`src/rtl/lsu_data_port.sv`:
```
// Load/store data port: turns one core request at a time into a single-cycle RAM access
// with a fixed-latency, registered completion pulse. Misaligned or illegal requests never reach the RAM.
module lsu_data_port #(
  parameter int unsigned ADDR_BITS = 22
) (
  input  logic        clk,
  input  logic        resetn,
  input  logic        req_valid,
  output logic        req_ready,
  input  logic        req_we,
  input  logic [2:0]  req_funct3,
  input  logic [31:0] req_addr,
  input  logic [31:0] req_wdata,
  output logic        rsp_valid,
  output logic [31:0] rsp_rdata,
  output logic        rsp_err,
  output logic [31:0] data_addr,
  input  logic [31:0] data_rd,
  output logic [31:0] data_wr,
  output logic [3:0]  data_wr_en
);

  localparam logic [1:0] StIdle   = 2'd0;
  localparam logic [1:0] StIssue  = 2'd1;
  localparam logic [1:0] StRdwait = 2'd2;
  localparam logic [1:0] StResp   = 2'd3;

  logic [1:0]  state_q, state_d;
  logic        ready_q, ready_d;
  logic        we_q, we_d;
  logic [2:0]  f3_q, f3_d;
  logic [1:0]  off_q, off_d;
  logic        rsp_valid_q, rsp_valid_d;
  logic        rsp_err_q, rsp_err_d;
  logic [31:0] rsp_rdata_q, rsp_rdata_d;
  logic [31:0] data_addr_q, data_addr_d;
  logic [31:0] data_wr_q, data_wr_d;
  logic [3:0]  data_wr_en_q, data_wr_en_d;

  logic        req_illegal, req_misal;
  logic [3:0]  st_strb;
  logic [31:0] st_data;
  logic [31:0] ld_lane, ld_data;
  logic        unused_addr;

  assign unused_addr = ^req_addr[31:ADDR_BITS+2];

  // Request decode
  always_comb begin
    req_illegal = req_we ? (req_funct3 > 3'd2)
                         : (req_funct3 == 3'd3 || req_funct3 == 3'd6 || req_funct3 == 3'd7);
    req_misal   = (req_funct3[1:0] == 2'd1 && req_addr[0]) ||
                  (req_funct3[1:0] == 2'd2 && req_addr[1:0] != 2'd0);
    case (req_funct3[1:0])
      2'd0:    begin st_strb = 4'b0001 << req_addr[1:0]; st_data = {4{req_wdata[7:0]}};  end
      2'd1:    begin st_strb = 4'b0011 << req_addr[1:0]; st_data = {2{req_wdata[15:0]}}; end
      default: begin st_strb = 4'b1111;                  st_data = req_wdata;            end
    endcase
  end

  // Load extraction from the registered RAM word
  always_comb begin
    ld_lane = data_rd >> {off_q, 3'b000};
    case (f3_q[1:0])
      2'd0:    ld_data = {{24{~f3_q[2] & ld_lane[7]}}, ld_lane[7:0]};
      2'd1:    ld_data = {{16{~f3_q[2] & ld_lane[15]}}, ld_lane[15:0]};
      default: ld_data = ld_lane;
    endcase
  end

  always_comb begin
    state_d      = state_q;
    we_d         = we_q;
    f3_d         = f3_q;
    off_d        = off_q;
    data_addr_d  = data_addr_q;
    data_wr_d    = data_wr_q;
    data_wr_en_d = 4'b0000;
    rsp_valid_d  = 1'b0;
    rsp_err_d    = 1'b0;
    rsp_rdata_d  = 32'h0;
    case (state_q)
      StIdle: begin
        if (req_valid) begin
          we_d  = req_we;
          f3_d  = req_funct3;
          off_d = req_addr[1:0];
          if (req_illegal || req_misal) begin
            rsp_valid_d = 1'b1;
            rsp_err_d   = 1'b1;
            state_d     = StResp;
          end else begin
            data_addr_d = {{(32-ADDR_BITS){1'b0}}, req_addr[ADDR_BITS+1:2]};
            if (req_we) begin
              data_wr_en_d = st_strb;
              data_wr_d    = st_data;
            end
            state_d = StIssue;
          end
        end
      end
      StIssue: begin
        if (we_q) begin
          rsp_valid_d = 1'b1;
          state_d     = StResp;
        end else begin
          state_d = StRdwait;
        end
      end
      StRdwait: begin
        rsp_valid_d = 1'b1;
        rsp_rdata_d = ld_data;
        state_d     = StResp;
      end
      default: state_d = StIdle;
    endcase
    ready_d = (state_d == StIdle);
  end

  always_ff @(posedge clk or negedge resetn) begin
    if (!resetn) begin
      state_q      <= StIdle;
      ready_q      <= 1'b1;
      we_q         <= 1'b0;
      f3_q         <= 3'd0;
      off_q        <= 2'd0;
      rsp_valid_q  <= 1'b0;
      rsp_err_q    <= 1'b0;
      rsp_rdata_q  <= 32'h0;
      data_addr_q  <= 32'h0;
      data_wr_q    <= 32'h0;
      data_wr_en_q <= 4'b0000;
    end else begin
      state_q      <= state_d;
      ready_q      <= ready_d;
      we_q         <= we_d;
      f3_q         <= f3_d;
      off_q        <= off_d;
      rsp_valid_q  <= rsp_valid_d;
      rsp_err_q    <= rsp_err_d;
      rsp_rdata_q  <= rsp_rdata_d;
      data_addr_q  <= data_addr_d;
      data_wr_q    <= data_wr_d;
      data_wr_en_q <= data_wr_en_d;
    end
  end

  // ready_q resets high so the port is ready in the first cycle after release
  assign req_ready  = ready_q & resetn;
  assign rsp_valid  = rsp_valid_q;
  assign rsp_err    = rsp_err_q;
  assign rsp_rdata  = rsp_rdata_q;
  assign data_addr  = data_addr_q;
  assign data_wr    = data_wr_q;
  assign data_wr_en = data_wr_en_q;

endmodule

```
`config.mk`:
```
export PLATFORM = sky130hd
export DESIGN_NAME = lsu_data_port
export DESIGN_NICKNAME = d
export VERILOG_FILES = /design/src/rtl/lsu_data_port.sv
export SDC_FILE = /design/constraint.sdc
export NUM_CORES = 1
export LEC_CHECK = 0
export CORE_ASPECT_RATIO = 2
export CORE_MARGIN = 5
export CORE_UTILIZATION = 42
export DETAILED_ROUTE_END_ITERATION = 6
export MAX_ROUTING_LAYER = met4
export PLACE_DENSITY = 0.82
export RECOVER_POWER = 100
export SLEW_MARGIN = 10
export SYNTH_ARGS = -nofsm -noshare
export SYNTH_HDL_FRONTEND = slang
export SYNTH_SLANG_ARGS = --single-unit
```
`constraint.sdc`:
```
create_clock -name clk -period 2.3 [get_ports clk]
set_clock_uncertainty 0.1 [all_clocks]
set_input_delay 0.345 -clock clk [delete_from_list [all_inputs] [get_ports clk]]
set_output_delay 0.345 -clock clk [all_outputs]
set_load 0.01 [all_outputs]
```
# [Word level (Yosys, flattened, before mapping)]
# Cells that the tools add are included.
[op_classes] bitwise_logic=5 eq_ne=8 reduce_logical=14 shift=3 mux=18 n_lt_le_gt_ge=1
[op_table] op="$pmux W32 S2" count=2
[op_table] op="$mux W32" count=1
[op_table] op="$shr A32 B5 Y32" count=1
[op_table] op="$mux W4" count=4
[op_table] op="$logic_not A2 Y1" count=4
[op_table] op="$pmux W4 S2" count=1
[op_table] op="$eq A2 B1 Y1 const B" count=3
[op_table] op="$eq A3 B3 Y1 const B" count=2
[op_table] op="$mux W1" count=6
[op_table] op="$pmux W2 S3" count=1
[op_table] op="$eq A2 B2 Y1 const B" count=2
[op_table] op="$logic_or A1 B1 Y1" count=4
[op_table] op="$mux W2" count=2
[op_table] op="$reduce_and A4 Y1" count=1
[op_table] op="$shl A1 B2 Y4 const A" count=1
[op_table] op="$shl A2 B2 Y4 const A" count=1
[op_table] op="$and A1 B1 Y1" count=3
[op_table] op="$eq A3 B2 Y1 const B" count=1
[op_table] op="$gt A3 B2 Y1 const B" count=1
[op_table] op="$pmux W1 S3" count=1
[op_table] op="$reduce_and A3 Y1" count=1
[op_table] op="$logic_and A1 B1 Y1" count=2
[op_table] op="$not A1 Y1" count=2
[op_table] op="$reduce_and A2 Y1" count=1
[op_table] op="$reduce_bool A2 Y1" count=1
[word_totals] in_bits=103 wordCells=60 register_bits=101 out_inout_bits=103

# [Longest topological paths before layout]
# Gate-level depths: netlist of the first run.
[logic_depth] word_depth=9 ltp_mapped=7 mapped_depth_nobuf=6

# [Worst setup path after synthesis of the first run]
# No wires, ideal clock.
[synth_path] kind="reg2reg" startpoint="reg state_q[0]" endpoint="reg data_addr_q[10], in the netlist data_addr[10]" n_path_buf=2 t_arrival_ns=1.641 synth_period_minus_slack_ns=1.866 setup_slack_ns=0.434 required_ns=2.075 setup_time_ns=0.125 path_stages_with_launch=8 cell_sequence="dfrtp_1 > inv_1 > ha_1 > nand2_1 > or2_1 > buf_2 > buf_6 > mux2_4"
[synth_via] elab_chain_cells=2
[synth_lines] element="start, declared" line="28" text="logic [1:0] state_q, state_d;"
[synth_lines] element="start signal, assigned" line="122" text="state_q <= StIdle;"
[synth_lines] element="start signal, assigned" line="134" text="state_q <= state_d;"
[synth_lines] element="$logic_not A2 Y1" line="82" text="case (state_q)"
[synth_lines] element="$reduce_and A3 Y1 (no source line)"
[synth_lines] element="end signal, assigned" line="142" text="data_addr_q <= data_addr_d;"
[synth_lines] element="end, declared" line="36" text="logic [31:0] data_addr_q, data_addr_d;"
# No other way between the ends.
# A chain may end at the register's enable or synchronous reset.

# [Final worst setup path of the first run]
[layout_path] startpoint="in req_funct3[0]" endpoint="reg data_wr_q[9], in the netlist data_wr[9]"
[layout_via] elab_chain_cells=7 elab_cells_between_ends=17 cone_classes="order compare: 1; eq/ne: 5; mux: 2; bitwise: 1; reduce/logical: 8"
[layout_lines] element="start, declared" line="11" text="input logic [2:0] req_funct3,"
[layout_lines] element="parallel branches: the longest is 7 deep, another holds $gt A3 B2 Y1"
[layout_lines] element="end signal, assigned" line="143" text="data_wr_q <= data_wr_d;"
[layout_lines] element="end, declared" line="37" text="logic [31:0] data_wr_q, data_wr_d;"
# Parallel ways; which one is timed is not known.

==> reports/metrics.csv, run 1 <==
metric,value,unit
status,completed,
insertion_delay,330,ps
synthCells,395,
io-pin-count,206,
num_vias,3688,
ys_warn_count,0,
coreArea,0.0109,mm²
dieArea,0.0134,mm²
via_per_inst,5.04,
yosysSeqAreaShare,54.4,%
port-buffer-count,187,
r2r_slack,280,ps
slew_headroom,10.1,%
area_growth,48.4,%
min_period_over_period,89.4,%
gp_congestion,0.866,
synth_area,0.00465,mm²
min_from,data_wr[13],
clk_pin_slew_worst_paths,70,ps
postSynthAreaPerCell,11.8,µm²
post_cts.repair.setup_buffers,0,
max_stage_delay,680,ps
cp-start-kind,input pin,
diodes,0,
ant_nets,0,
stdcell_area,0.00690,mm²
cts_buffers,9,
multi_input_area,0.00187,mm²
antenna_found_initial,0,
setup_viol,0,
placed_cell_area,0.00672,mm²
most-common-layout-cells,"dfrtp_1 (100), dlygate4sd3_1 (94), clkdlybuf4s50_1 (92), nand2_1 (49), mux2i_1 (41)",
rsz0062_at_grt,no,
first_pass_iters,4,
crit_required,2410,ps
chipWidth,84.4,µm
r2r-start,state_q[1],
p_leak,3.36,nW
synth-async-reset-ratio,100,%
grt.total_usage,20.0,%
finalSetupTns,0,ps
fp-row-count,54,
tightestPinTransition,1350,ps
worst_r2r_endpoint,data_wr[22],
end_kind,flip-flop,
start_util,42.7,%
fillCellCount,889,
cts_sinks,101,
final-hold-violation-count,0,
hold_class,flip-flop to flip-flop,
powerDensity,1140,mW/mm²
cts_tree,done,
holdBufCountCts,0,
r2r_cells,8,
hold-path-cell-count,2,
criticalPathCategory,input pin to flip-flop,
period_needed,2060,ps
cp_top_family,buffers and inverters,
maxCapViolCount,0,
seqCellArea,0.00253,mm²
postCtsResizedCells,0,
hpwlAfterDp,10.2,mm
ys_seq_elements,101,
h-tree-depth,3,
wirelength,12.9,mm
critPathMaxFanout,8,
first_global_vias,3902,
finish.utilization,63.4,%
path_cells,"dlygate4sd3_1, clkbuf_4, nor2_1, mux2i_1, o21ai_0",
path_buf_inv,2,
drive_gt1_share,8.78,%
routedWlPerCell,17.6,µm
timing.fmax,0.486,GHz
ys.flop_type,dfrtp_1,
synth_cell_type_count,40,
cp_data_arrival_time,2160,ps
report.final.slew_viol_count,0,
grt_overflow,0,
hold_end,data_wr[13],
die_h,159,µm
critical-path-slowest-cell,nor2_1,
mostFrequentLayoutCell,dfrtp_1,
root_buffer,clkbuf_16,
finalNetCount,695,
grt_max_degree,102,
cts_buffer_depth,2,
synth_edf_count,0,
ir_drop,0.585,mV
drc,0,
grt_pass1_wl,20.6,mm
first_iter_violations,97,
-- where the power goes --
part	switching, mW	total [mW]	leakage, nW	internal [mW]
combinational	1.64	3.47	1.92	1.83
clock	0.647	1.49	0.146	0.840
sequential	0.383	2.94	1.29	2.56
-- sequential cells by signal, indices dropped and copies added, names as in the netlist --
register and count:
data_wr 32, rsp_rdata 32, data_addr 22, data_wr_en 4
f3_q 3, off_q 2, state_q 2, ready_q 1
rsp_err 1, rsp_valid 1, we_q 1
-- per-stage QoR --
| step | total power, mW | setup WS (ps) | hold slack [ps] | instances |
|---|---|---|---|---|
| 2_1_floorplan | 4.83 | 434 | -50.6 | 404 |
| 3_3_place_gp | 6.84 | -50.0 | 367 | 717 |
| 3_5_place_dp | 6.97 | -118 | 374 | 717 |
| 4_1_cts | 8.49 | 246 | 42.5 | 732 |
| 5_1_grt | 8.42 | 123 | 403 | 732 |
| 6_report | 7.89 | 243 | 375 | 732 |
-- cell usage after synthesis, types with 2 or more instances --
cell type	count	area share (%)
dfrtp_1	100	54
nand2_1	49	4.0
mux2i_1	41	8.8
nor2_1	27	2.2
o21ai_1	25	2.7
mux2_4	20	6.5
a21oi_1	17	1.8
mux2_2	12	2.9
o21ai_0	11	1.2
buf_4	10	1.6
mux2_1	10	2.4
clkbuf_1	9	0.73
buf_2	8	0.86
a211oi_1	7	1.1
o211a_1	7	1.5
inv_1	6	0.48
ha_1	4	1.1
and2_1	3	0.40
buf_1	3	0.24
buf_6	3	0.73
nor2b_1	3	0.40
a21o_1	2	0.32
-- how the worst max path moves through the flow --
stage,to,start,slack (ps),cells after the start
global placement,data_addr[0],req_addr[0],-50,6
finish,data_wr[9],req_funct3[0],240,5
floorplan,data_addr[10],state_q[0],430,7
CTS,data_addr[21],req_funct3[2],250,6
global route,data_wr[22],state_q[0],120,7
detailed placement,data_addr[21],req_funct3[2],-120,6
-- kinds of logic (layout without fill, tap and decap cells) --
group,Yosys count,count (layout),synth area share (%)
AO/OA/AOI/OAI,77,77,10.4
flip-flops,101,101,54.4
buffers and inverters,39,227,4.66
adder cells (fa/ha/maj),4,4,1.08
other,1,10,0.0807
AND/OR/NAND/NOR,89,89,8.24
multiplexers,84,84,21.1
-- cell type report --
type	instances	area share, %
Multi-Input combinational cell	264	27.2
Clock inverter	6	0.907
Tap cell	140	2.54
Clock buffer	9	3.27
Sequential cell	101	36.7
Inverter	6	0.327
Timing Repair Buffer	206	29.1
-- worst min-delay path: stages, from the launching register on --
cell	delay, ps
dfrtp_1	340
nand2_1	40
o21ai_0	60
-- metal layers --
| layer | wire (µm) | vias up | track usage (%) |
|---|---|---|---|
| li1 | - | 1745 | - |
| met1 | 4390 | 1766 | 19.3 |
| met2 | 7260 | 146 | 37.2 |
| met3 | 763 | 31 | 4.30 |
| met4 | 472 | 0 | 8.93 |
| met5 | 0 | - | - |
No activity file was read; power rests on OpenSTA's default activity.
==> run 2: changes to the inputs <==
SETUP_SLACK_MARGIN = 0.4   (was default)
SLEW_MARGIN = default   (was 10)
==> run 2 against run 1 <==
  * Sequential share of layout area is 0.15 points lower
  * Combinational power hardly changed
  * Final area is 0.47% higher
  * Core utilization is 0.30 points higher
  * Global-route usage is 0.11 points higher
  * Setup slack better by 79 ps
  * Sequential power hardly changed
  * Final cell count is 0.55% higher
  * Critical path depth stayed put
  * Fmax is 4.0% higher
  * Non-clock buffer count is 4 higher
  * Largest cell class unchanged
  * First-iteration DRC count is 36% higher
==> reports/metrics.csv, run 2 (synthesized netlist as in run 1, its figures left out) <==
metric,value,unit
ir_drop,0.586,mV
seqCellArea,0.00253,mm²
r2r-start,off_q[0],
criticalPathCategory,input pin to flip-flop,
cts_tree,done,
grt_pass1_wl,20.7,mm
wirelength,13.0,mm
period_needed,1980,ps
dieArea,0.0134,mm²
first_iter_violations,132,
status,completed,
via_per_inst,5.06,
end_kind,flip-flop,
r2r_slack,370,ps
grt_overflow,0,
slew_headroom,10.5,%
antenna_found_initial,0,
max_stage_delay,570,ps
report.final.slew_viol_count,0,
num_vias,3722,
setup_viol,0,
min_period_over_period,86.0,%
multi_input_area,0.00187,mm²
rsz0062_at_grt,yes,
root_buffer,clkbuf_16,
chipWidth,84.4,µm
most-common-layout-cells,"dfrtp_1 (99), dlygate4sd3_1 (93), clkdlybuf4s50_1 (86), nand2_1 (49), mux2i_1 (41)",
hold_class,input pin to flip-flop,
port-buffer-count,187,
cp-start-kind,input pin,
gp_congestion,0.866,
drive_gt1_share,9.40,%
fin_cells,736,
first_pass_iters,5,
ant_nets,0,
holdBufCountCts,0,
powerDensity,1140,mW/mm²
grt_max_degree,102,
crit_required,2400,ps
hold-path-cell-count,3,
r2r_cells,3,
hpwlAfterDp,10.2,mm
mostFrequentLayoutCell,dfrtp_1,
coreArea,0.0109,mm²
hold_ws,236,ps
timing.fmax,0.506,GHz
die_h,159,µm
path_cells,"dlygate4sd3_1, mux4_2, nor2b_1, o31ai_4, nor2_1",
cp_data_arrival_time,2080,ps
fillCellCount,886,
finalNetCount,699,
area_growth,49.1,%
worst_r2r_endpoint,rsp_rdata[0],
diodes,0,
first_global_vias,3916,
h-tree-depth,3,
grt.total_usage,20.1,%
finalSetupTns,0,ps
io-pin-count,206,
placed_cells,717,
cts_sinks,101,
start_util,42.7,%
routedWlPerCell,17.7,µm
fp-row-count,54,
critical-path-slowest-cell,dlygate4sd3_1,
endpoint,rsp_rdata[10],
crit_start,data_rd[15],
maxCapViolCount,0,
tightestPinTransition,1340,ps
drc,0,
insertion_delay,330,ps
cts_buffer_depth,2,
cts_buffers,9,
clk_pin_slew_worst_paths,60,ps
final-hold-violation-count,0,
critPathMaxFanout,7,
p_leak,3.40,nW
-- run 2: cell count changes in the layout (fill, tap and decap cells not counted), moves of 2 or more --
| cell | delta |
|---|---|
| buf_4 | +6 |
| clkdlybuf4s50_1 | -6 |
| dlygate4sd2_1 | +5 |
| dlymetal6s2s_1 | +2 |
| o21ai_0 | +2 |
| o21ai_1 | -2 |
-- run 2: layout make-up --
| type | instances | area share, % |
|---|---|---|
| Multi-Input combinational cell | 264 | 26.9 |
| Clock buffer | 9 | 3.25 |
| Inverter | 6 | 0.325 |
| Tap cell | 140 | 2.53 |
| Clock inverter | 6 | 0.903 |
| Timing Repair Buffer | 210 | 29.6 |
| Sequential cell | 101 | 36.5 |
-- run 2: routing by layer --
layer	share of wire (%)	vias to the layer above	routed length, µm	global-route usage (%)
li1	-	1749	-	-
met1	34	1789	4380	19.3
met2	57	153	7390	37.5
met3	6.0	31	782	4.30
met4	3.6	0	473	8.93
met5	0	-	0	-
-- run 2: worst min-delay path by stage --
stage           startpoint             to  slack (ps)
6_report       data_rd[31]  rsp_rdata[31]         240
2_1_floorplan       resetn   data_addr[0]         -50
3_3_place_gp    data_wr[8]     data_wr[8]         370
3_5_place_dp   data_wr[27]    data_wr[27]         370
4_1_cts             resetn    data_wr[26]          40
5_1_grt        data_rd[31]  rsp_rdata[31]         240
-- run 2: timing repair --
action,CTS,global route
gates resized for setup,6,7
pin swaps,2,3
buffers inserted,1,3
endpoints found under the setup margin,31,51
-- run 2: per-stage QoR --
| stage | utilization (%) | setup slack, ps | power [mW] | area (µm²) |
|---|---|---|---|---|
| floorplan | - | 434 | 4.83 | 4680 |
| global placement | 61.8 | -50.0 | 6.84 | 6720 |
| detailed placement | 61.8 | -118 | 6.97 | 6720 |
| CTS | 64.6 | 404 | 8.49 | 7020 |
| global route | 63.7 | 257 | 8.44 | 6930 |
| finish | 63.7 | 323 | 7.92 | 6930 |
-- run 2: worst max-delay path, delay by kind of cell --
| family | cells | cell delay, ps |
|---|---|---|
| compound gates | 1 | 370 |
| mux | 1 | 490 |
| buf+inv | 1 | 570 |
| simple gates | 2 | 290 |
-- run 2: where the power goes --
part           switching (mW)  total (mW)  internal, mW
sequential              0.380        2.94          2.56
combinational            1.65        3.50          1.85
clock                   0.645        1.48         0.840
total                    2.68        7.92          5.24
==> run 3: changes to the inputs <==
ABC_CLOCK_PERIOD_IN_PS = 2300   (was default)
CAP_MARGIN = 10   (was default)
SETUP_SLACK_MARGIN = default   (was 0.4)
==> results of run 3 <==
No change in the layout: final DEF, timing and power equal those of run 1.
